==> src/rtl/ann_pkg.sv <==
// Shared fixed-point constants and types for the neuron post-processing path.
// Data format is signed Q6.10 (1.0 = 1024); sigmoid constants describe the
// PLAN piecewise-linear approximation.
package ann_pkg;

  localparam int DATA_W = 16;
  localparam int FRAC_W = 10;

  localparam logic [DATA_W-1:0] Q_ONE = 16'd1024;
  localparam logic [DATA_W-1:0] Q_MAX = 16'h7FFF;
  localparam logic [DATA_W-1:0] Q_MIN = 16'h8000;

  localparam logic [DATA_W-1:0] SIG_BP_LO  = 16'd1024;
  localparam logic [DATA_W-1:0] SIG_BP_MID = 16'd2432;
  localparam logic [DATA_W-1:0] SIG_BP_HI  = 16'd5120;

  localparam logic [DATA_W-1:0] SIG_OFF_LO  = 16'd512;
  localparam logic [DATA_W-1:0] SIG_OFF_MID = 16'd640;
  localparam logic [DATA_W-1:0] SIG_OFF_HI  = 16'd864;

  // One pipeline stage worth of payload
  typedef struct packed {
    logic              valid;
    logic              last;
    logic [DATA_W-1:0] data;
  } stage_t;

  // Clamp a 17-bit two's-complement sum back into the 16-bit range
  function automatic logic [DATA_W-1:0] sat17(input logic [DATA_W:0] s);
    logic [DATA_W-1:0] r;
    if (!s[DATA_W] && s[DATA_W-1]) r = Q_MAX;
    else if (s[DATA_W] && !s[DATA_W-1]) r = Q_MIN;
    else r = s[DATA_W-1:0];
    return r;
  endfunction

endpackage

==> src/rtl/act_sigmoid_plan.sv <==
// Combinational PLAN sigmoid on signed Q6.10 data.
// Evaluates the curve on |x| and mirrors it around 0.5 for negative inputs,
// so the result always lies in [0, 1.0].
module act_sigmoid_plan
  import ann_pkg::*;
(
  input  logic [DATA_W-1:0] i_x,
  output logic [DATA_W-1:0] o_y
);

  logic [DATA_W-1:0] w_abs;
  logic [DATA_W-1:0] w_mag;

  // Magnitude (most negative value folds to max), segment select, mirror
  always_comb begin
    w_abs = i_x;
    if (i_x == Q_MIN) w_abs = Q_MAX;
    else if (i_x[DATA_W-1]) w_abs = -i_x;

    if (w_abs >= SIG_BP_HI) w_mag = Q_ONE;
    else if (w_abs >= SIG_BP_MID) w_mag = (w_abs >> 5) + SIG_OFF_HI;
    else if (w_abs >= SIG_BP_LO) w_mag = (w_abs >> 3) + SIG_OFF_MID;
    else w_mag = (w_abs >> 2) + SIG_OFF_LO;

    o_y = i_x[DATA_W-1] ? (Q_ONE - w_mag) : w_mag;
  end

endmodule

==> src/rtl/neuron_act.sv <==
// Per-neuron bias + activation stage behind the systolic PE column chain.
// Two-stage stall-able pipeline: stage 1 adds the saturated bias selected by
// an internal neuron index, stage 2 applies the activation.
// Build option: define ACT_SIGMOID_EN to use the PLAN sigmoid; otherwise ReLU.
module neuron_act
  import ann_pkg::*;
#(
  parameter int N_NEURON = 4
) (
  input  logic                        clk,
  input  logic                        rst_n,
  input  logic                        clr,
  input  logic                        bias_wr_en,
  input  logic [$clog2(N_NEURON)-1:0] bias_wr_addr,
  input  logic [DATA_W-1:0]           bias_wr_data,
  input  logic                        s_valid,
  output logic                        s_ready,
  input  logic [DATA_W-1:0]           s_data,
  output logic                        m_valid,
  input  logic                        m_ready,
  output logic [DATA_W-1:0]           m_data,
  output logic                        m_last
);

  localparam int IDX_W = $clog2(N_NEURON);
  localparam logic [IDX_W-1:0] IDX_LAST = IDX_W'(N_NEURON - 1);

  logic [DATA_W-1:0] r_bias [N_NEURON];
  logic [IDX_W-1:0]  r_idx;
  stage_t            r_s1;

  logic              w_adv;
  logic [DATA_W-1:0] w_bias;
  logic [DATA_W:0]   w_sum;
  logic [DATA_W-1:0] w_act;

  // Whole pipeline moves together whenever the output slot is free or draining
  assign w_adv   = !m_valid || m_ready;
  assign s_ready = w_adv;

  assign w_bias = r_bias[r_idx];
  assign w_sum  = {s_data[DATA_W-1], s_data} + {w_bias[DATA_W-1], w_bias};

`ifdef ACT_SIGMOID_EN
  act_sigmoid_plan u_sigmoid (
    .i_x (r_s1.data),
    .o_y (w_act)
  );
`else
  // ReLU: negative values clamp to zero
  always_comb begin
    w_act = r_s1.data[DATA_W-1] ? '0 : r_s1.data;
  end
`endif

  // Bias register file; a same-cycle accept still sees the previous value
  always_ff @(posedge clk or negedge rst_n) begin
    if (!rst_n) begin
      for (int k = 0; k < N_NEURON; k++) r_bias[k] <= '0;
    end else if (bias_wr_en) begin
      r_bias[bias_wr_addr] <= bias_wr_data;
    end
  end

  // Pipeline stages and neuron index; clr flushes valid bits and the index
  always_ff @(posedge clk or negedge rst_n) begin
    if (!rst_n) begin
      r_s1    <= '0;
      r_idx   <= '0;
      m_valid <= 1'b0;
      m_data  <= '0;
      m_last  <= 1'b0;
    end else if (clr) begin
      r_s1.valid <= 1'b0;
      m_valid    <= 1'b0;
      r_idx      <= '0;
    end else if (w_adv) begin
      r_s1.valid <= s_valid;
      r_s1.last  <= s_valid && (r_idx == IDX_LAST);
      r_s1.data  <= sat17(w_sum);
      m_valid    <= r_s1.valid;
      m_data     <= w_act;
      m_last     <= r_s1.valid && r_s1.last;
      if (s_valid) begin
        r_idx <= (r_idx == IDX_LAST) ? '0 : r_idx + IDX_W'(1);
      end
    end
  end

endmodule

==> config.mk <==
export PLATFORM = sky130hd
export DESIGN_NAME = neuron_act
export DESIGN_NICKNAME = d
export VERILOG_FILES = /design/src/rtl/ann_pkg.sv /design/src/rtl/act_sigmoid_plan.sv /design/src/rtl/neuron_act.sv
export SDC_FILE = /design/constraint.sdc
export NUM_CORES = 1
export LEC_CHECK = 0
export CAP_MARGIN = 40
export CELL_PAD_IN_SITES_DETAIL_PLACEMENT = 0
export CELL_PAD_IN_SITES_GLOBAL_PLACEMENT = 1
export CORE_MARGIN = 5
export CORE_UTILIZATION = 40
export CTS_CLUSTER_DIAMETER = 50
export DETAILED_ROUTE_END_ITERATION = 8
export PLACE_DENSITY = 0.75
export SLEW_MARGIN = 5
export SYNTH_ARGS = -nofsm -noshare
export SYNTH_HDL_FRONTEND = slang
export SYNTH_SLANG_ARGS = --single-unit
==> constraint.sdc <==
create_clock -name clk -period 4.4 [get_ports clk]
set_clock_uncertainty 0.05 [all_clocks]
set_input_delay 0.88 -clock clk [delete_from_list [all_inputs] [get_ports clk]]
set_output_delay 0.88 -clock clk [all_outputs]
set_load 0.03 [all_outputs]
==> reports/summary.txt, run 1 <==
Part of the power in the clock network: 23.9%
Final Util: 49.7%
Violation count after the first detailed-routing iteration: 144
Post-Place Cells: 661
Post-CTS Repair Setup Buffers: 0
1st-pass router iterations: 4
Via count: 3452
Pwr Density: 517 nW/um^2
Worst IR Drop VDD: 0.312 mV
Commonest non-fill, non-tap cells in the layout: 101 x sky130_fd_sc_hd__dfrtp_1, 65 x sky130_fd_sc_hd__mux2_2, 56 x sky130_fd_sc_hd__clkdlybuf4s50_1
Global-route wire length before repair: 18100 um
Gates resized, CTS repair: 0
Final setup vio count: 0
Core Area: 12700 um^2
Number of register bits inferred by synthesis: 101
Distinct cell type count of the synthesized netlist: 52
Latest clock arrival within the worst-skew pair: 0.35 ns
Drt wl/cell: 15.7 um
Total half-perimeter wirelength after legalization and detailed placement: 8080 um
Hold WC Path Type: register to register
Weighted congestion reported at the end of routability-driven placement: 0.742
Layout cell share with drive strength beyond 1: 23.2%
Final setup TNS: 0 ns
Initial Util: 41.1%
Count of buffering cells on the critical path with inverters included: 0
Number of design rule violations left after detail routing: 0
IO Pins: 59
Total of max-cap violations: 0
Die height: 124 um
Relative area change from synthesis to final layout: 20.9%
Critical register-to-register path startpoint: r_idx[0]$_DFFE_PN0P_
Outcome: complete, no violations
Fin crit share: 84.4%
Number of nets at the end of the flow: 558
Global Route Usage Sum: 15.3%
Sort of element at the end of the critical path: register
Reg power frac: 40.0%
Maximum number of pins on one net before global-route repair: 48
Total die area: 15400 um^2
Ys flop type: sky130_fd_sc_hd__dfrtp_1
Largest buffer count on any clock path: 2
Num CTS Buffers: 9
Antenna-violating nets left: 0
RSZ-0062 raised after global routing: no
Vias per Instance: 5.10
Summed instance area of the synthesized netlist: 5210 um^2
Clock slew at the register clock pins of the worst setup and hold paths: 0.07 ns
Sequence of cells on the critical path: mux4_2 > ha_1 > a21o_1 > or3_1 > o21a_1 > a311oi_2 > a2bb2oi_1 > o21bai_2 > a22oi_1
Sequential-to-total area share from yosys stat: 48.5%
Hold Crit Start: m_data[3]$_DFFE_PN0P_
Fin. max-slew vios: 0
Net load switching power: 0.00111 W
Minimum setup slack among reg-to-reg paths: 0.69 ns
Remaining max-slew budget at the tightest pin: 58.7%
Die X: 124 um
Combinational share of power: 36.1%
Count of buffers inserted at the top-level ports: 57
Category of the critical setup timing path: register to register
Syn nets: 504
Routed WL: 10600 um
Diode count: 0
Number of global-route vias before repair: 3680
Number of warning messages in the yosys log: 0
Critical path origin: r_idx[0]$_DFFE_PN0P_
Non-filler cells, final: 677
Peak fanout along the critical path: 14
Switching share of power: 34.2%
Internal power: 0.00214 W
Commonest non-fill, non-tap cell in the layout: sky130_fd_sc_hd__dfrtp_1
CTS H-Tree Depth: 3
Row Count: 41
Proportion of synthesized flip-flops having asynchronous set or reset: 100%
CTS tree: built
Required arrival time at the worst endpoint: 4.56 ns
Slowest Stage Delay on Critical Path: 0.74 ns
Root Buffer Master: sky130_fd_sc_hd__clkbuf_16
Timing-limited maximum frequency: 269 MHz
Antenna violations before repair: 0
Min Clock Period, post-route: 3.71 ns
Arrival time of the worst setup path: 3.87 ns
Worst Max-Slew Pin Slew: 0.619 ns
Hold Buf Count CTS: 0
Slowest CP cell: sky130_fd_sc_hd__dfrtp_1
Worst path top cell family by delay: compound AO/OA/AOI/OAI gates
Crit start category: register
Mean Syn Cell Area: 11.7 um^2
Number of flops mapped to enable cells by yosys: 0
Cells after synthesis: 446
Global route overflow: 0
Final hold violation count: 0
Number of sinks driven by the clock tree: 101
Cell leakage power: 2.62 nW
## through the flow
stage          power [W]  cell area, um^2  setup WS, ns  hold slack, ns
2_1_floorplan    0.00215             5210         0.830           0.400
3_3_place_gp     0.00247             5940         0.677           0.410
3_5_place_dp     0.00251             6000         0.609           0.420
4_1_cts          0.00330             6300         0.675           0.435
5_1_grt          0.00349             6300         0.416           0.450
6_report         0.00325             6300         0.688           0.423
## flip-flops by register name, summed over array words and instances (netlist names)
signal	flops
m_valid	1
r_idx	2
m_last	1
r_s1	18
r_bias	64
m_data	15
## layer usage
metal	wire, um	part of all wire, %	global-route usage (%)	up-vias
met5	0	0	0	-
met4	199	1.9	6.02	0
met3	340	3.2	2.86	15
met2	5150	49	25.2	48
met1	4930	46	19.9	1652
li1	-	-	-	1737
## cell families after synthesis
logic type / share of synthesized area, %
adder cells (fa/ha/maj): 4.47
other: 0.0720
AO/OA/AOI/OAI: 10.9
AND/OR/NAND/NOR: 10.8
multiplexers: 21.2
XOR/XNOR: 1.51
buffers and inverters: 2.62
flip-flops: 48.5
## tightest hold or removal path: cells and delay by family, from the launching register on
kind,cells,cell delay [ns]
AOI/OAI and AO/OA,1,0.05
and+or+nand+nor,1,0.04
DFF,1,0.34
## final timing paths
path | endpoint | cells after the start
setup / recovery | r_s1[13]$_DFFE_PN0P_ | 9
max in group asynchronous | r_bias[50]$_DFFE_PN0P_ | 2
hold reg to reg | m_data[3]$_DFFE_PN0P_ | 2
setup reg to reg | r_s1[13]$_DFFE_PN0P_ | 9
hold / removal | m_data[3]$_DFFE_PN0P_ | 2
min in group asynchronous | r_bias[11]$_DFFE_PN0P_ | 1
## power by group through the flow
| stage | registers, W | clock network (W) | logic (W) |
|---|---|---|---|
| final | 0.00130 | 0.000776 | 0.00118 |
| after global routing | 0.00134 | 0.000842 | 0.00130 |
| after CTS | 0.00131 | 0.000799 | 0.00119 |
| after detailed placement | 0.00133 | 0 | 0.00118 |
| after global placement | 0.00131 | 0 | 0.00116 |
| after floorplan | 0.00139 | 0 | 0.000758 |
## cells in the mapped netlist, types with 7 or more instances
| cell type | instances | area (um^2) |
|---|---|---|
| sky130_fd_sc_hd__nand2b_1 | 20 | 125 |
| sky130_fd_sc_hd__o21ai_1 | 16 | 80.1 |
| sky130_fd_sc_hd__o21ai_0 | 21 | 105 |
| sky130_fd_sc_hd__xnor2_1 | 7 | 61.3 |
| sky130_fd_sc_hd__a31oi_1 | 13 | 81.3 |
| sky130_fd_sc_hd__mux4_2 | 16 | 360 |
| sky130_fd_sc_hd__a21oi_1 | 13 | 65.1 |
| sky130_fd_sc_hd__nor2_1 | 17 | 63.8 |
| sky130_fd_sc_hd__clkbuf_1 | 18 | 67.6 |
| sky130_fd_sc_hd__dfrtp_1 | 101 | 2530 |
| sky130_fd_sc_hd__ha_1 | 17 | 213 |
| sky130_fd_sc_hd__mux2_2 | 65 | 732 |
| sky130_fd_sc_hd__inv_1 | 7 | 26.3 |
| sky130_fd_sc_hd__nand2_1 | 45 | 169 |
## layout make-up
class,instances,area (um^2)
fill,1165,6370
multi-input combinational,313,2550
sequential,101,2530
timing repair buffer,68,682
clock buffer,10,239
tap,172,215
clock inverter,6,55.1
inverter,7,26.3
Power figures use the tool's default switching activity.
==> inputs of run 2 (changes only) <==
- PLACE_DENSITY: 0.75 -> 0.78
- clock period: 4.4 -> 3.2 ns (I/O delays scaled with it)
==> run 2 against run 1 <==
Sequential power grew 38%; register-to-register slack got worse by 0.61 ns; sequential cell count unchanged; critical path type unchanged; largest power group is now combinational logic; highest routed layer unchanged.
==> reports/summary.txt, run 2 (same netlist as run 1, synthesis figures left out) <==
Slowest CP cell: sky130_fd_sc_hd__mux4_2
Core Area: 12700 um^2 (unchanged)
Slowest Stage Delay on Critical Path: 0.52 ns (-0.22 ns)
Layout cell share with drive strength beyond 1: 31.0% (+7.8 points)
Drt wl/cell: 15.9 um (+1.6%)
Minimum setup slack among reg-to-reg paths: 0.08 ns (-0.61 ns)
Number of flip-flops in the largest register: 64 (unchanged)
RSZ-0062 raised after global routing: yes
Total half-perimeter wirelength after legalization and detailed placement: 8000 um (-0.98%)
Slack of the critical path: 0.0767 ns (-0.611 ns)
Die X: 124 um (unchanged)
Critical register-to-register path startpoint: r_idx[0]$_DFFE_PN0P_
Worst setup path endpoint: r_s1[14]$_DFFE_PN0P_
Crit start category: register
Largest buffer count on any clock path: 2 (unchanged)
Maximum number of pins on one net before global-route repair: 56 (+17%)
Register cell area after layout: 2530 um^2 (about the same)
Post-route worst hold slack: 0.288 ns (-0.135 ns)
Initial Util: 41.1% (unchanged)
Power consumption: 0.00482 W (+48%)
Final hold violation count: 0 (unchanged)
Latest clock arrival within the worst-skew pair: 0.35 ns (about the same)
Violation count after the first detailed-routing iteration: 139 (-3.5%)
Worst IR Drop VDD: 0.359 mV (+15%)
Capturing point of the worst reg2reg path: r_s1[14]$_DFFE_PN0P_
Row Count: 41 (unchanged)
Final Util: 53.1% (+3.4 points)
Clock slew at the register clock pins of the worst setup and hold paths: 0.07 ns (about the same)
Worst Max-Slew Pin Slew: 0.698 ns (+0.0793 ns)
Routed WL: 11300 um (+6.3%)
CTS tree: built
Antenna-violating nets left: 0 (unchanged)
Cell leakage power: 2.79 nW (+6.4%)
Sequence of cells on the critical path: buf_12 > buf_12 > mux4_2 > ha_1 > a21o_1 > nand4_1 > nand3b_1 > a21o_1 > or3_4 > a211oi_1 > o31ai_1
Count of buffers inserted at the top-level ports: 57 (unchanged)
Antenna violations before repair: 0 (unchanged)
Vias per Instance: 5.18 (+1.6%)
Root Buffer Master: sky130_fd_sc_hd__clkbuf_16
Timing-limited maximum frequency: 320 MHz (+19%)
Total area of multi-input combinational cells: 2710 um^2 (+6.2%)
IO Pins: 59 (unchanged)
Num CTS Buffers: 9 (unchanged)
Met1 wire length: 5170 um (+5.0%)
Global-route wire length before repair: 18900 um (+4.3%)
Die height: 124 um (unchanged)
Final setup vio count: 0 (unchanged)
Worst slack after detailed placement: -0.232 ns (-0.841 ns)
Global route overflow: 0 (unchanged)
CTS H-Tree Depth: 3 (unchanged)
Commonest non-fill, non-tap cells in the layout: 100 x sky130_fd_sc_hd__dfrtp_1, 65 x sky130_fd_sc_hd__mux2_2, 56 x sky130_fd_sc_hd__clkdlybuf4s50_1
Pwr Density: 717 nW/um^2 (+39%)
Required arrival time at the worst endpoint: 3.38 ns (-1.18 ns)
Total of max-cap violations: 0 (unchanged)
Number of global-route vias before repair: 3818 (+3.8%)
Weighted congestion reported at the end of routability-driven placement: 0.826 (+11%)
Sort of element at the end of the critical path: register
Global Route Usage Sum: 15.8% (+0.53 points)
Diode count: 0 (unchanged)
Cell area after placement: 6220 um^2 (+3.6%)
Via count: 3668 (+6.3%)
Commonest non-fill, non-tap cell in the layout: sky130_fd_sc_hd__dfrtp_1
Fin. max-slew vios: 0 (unchanged)
Number of sinks driven by the clock tree: 101 (unchanged)
Length of routed met3 wiring: 407 um (+20%)
Critical path origin: r_idx[0]$_DFFE_PN0P_
1st-pass router iterations: 4 (unchanged)
Top metal layer carrying routed signals: met4
Remaining max-slew budget at the tightest pin: 53.5% (-5.3 points)
Number of design rule violations left after detail routing: 0 (unchanged)
FILL cells: 1157 (-0.69%)
Relative area change from synthesis to final layout: 29.1%
Outcome: complete, no violations
Category of the critical setup timing path: register to register
WL met2: 5470 um (+6.3%)
Peak fanout along the critical path: 8 (-6)
Worst Reg2Reg Path Length in Cells: 11 (+2)
Fin crit share: 97.6% (+13 points)
Total die area: 15400 um^2 (unchanged)
Final non-filler cell area: 6730 um^2 (+6.8%)
Min Clock Period, post-route: 3.12 ns (-0.589 ns)
Hold WC Path Type: primary input to async pin
Arrival time of the worst setup path: 3.30 ns (-0.57 ns)
Number of nets at the end of the flow: 589 (+5.6%)
Largest register by flop count: r_bias
Top flop regs: r_bias x64, r_s1 x18, m_data x15
[run 2: cell types whose count changed in the layout (fill, tap and decap cells not counted), sizes merged]
cell,before,now
bufinv,0,1
buf,12,43
clkbuf,10,11
inv,9,8
clkinvlp,0,2
clkinv,4,1
[run 2: critical path, delay by kind of cell, from the launching register on]
family                     cells  cell delay [ns]
and+or+nand+nor                3             0.60
DFF                            1             0.41
AOI/OAI and AO/OA              4             0.82
adders and majority gates      1             0.31
muxes                          1             0.52
buffers and inverters          2             0.29
[run 2: per-stage QoR]
stage               cells  setup TNS, ns
finish                708              0
detailed placement    689          -2.76
CTS                   706              0
floorplan             446              0
global route          708          -1.03
global placement      689          -1.78
[run 2: layout make-up]
class	count	area share [%]
Clock buffer	11	3.61
Clock inverter	5	0.874
Inverter	7	0.391
Multi-Input combinational cell	313	40.3
Sequential cell	101	37.6
Tap cell	172	3.20
Timing Repair Buffer	99	14.0
[run 2: routing by layer]
metal	GRT usage, %	up-vias
li1	-	1792
met1	20.8	1790
met2	26.0	69
met3	2.86	17
met4	5.95	0
met5	0	-
[run 2: how the worst min path moves through the flow]
stage,to,cells after the start,start
5_1_grt,r_bias[30]$_DFFE_PN0P_,1,rst_n
2_1_floorplan,m_data[0]$_DFFE_PN0P_,0,rst_n
4_1_cts,r_bias[30]$_DFFE_PN0P_,1,rst_n
3_5_place_dp,m_data[3]$_DFFE_PN0P_,2,m_data[3]$_DFFE_PN0P_
6_report,r_bias[30]$_DFFE_PN0P_,1,rst_n
3_3_place_gp,m_data[3]$_DFFE_PN0P_,2,m_data[3]$_DFFE_PN0P_
[run 2: where the power goes]
part	leakage (nW)	total (W)	switching (W)	internal, W
clock network	0.142	0.00111	0.000477	0.000629
registers	1.23	0.00179	0.000179	0.00161
logic	1.42	0.00193	0.000950	0.000981
[run 2: timing repair]
| action | 4_1_cts | 5_1_grt |
|---|---|---|
| pin swaps | 1 | 8 |
| endpoints found under the setup margin | 15 | 15 |
| hold buffers | 0 | 0 |
| endpoints found under the hold margin | 0 | 0 |
| buffers inserted | 1 | 2 |
| resized for setup | 5 | 24 |
==> inputs of run 3 (changes only) <==
- CAP_MARGIN: 40 -> 20
==> results of run 3 <==
The final DEF is identical to that of run 2; final timing and power are the same.
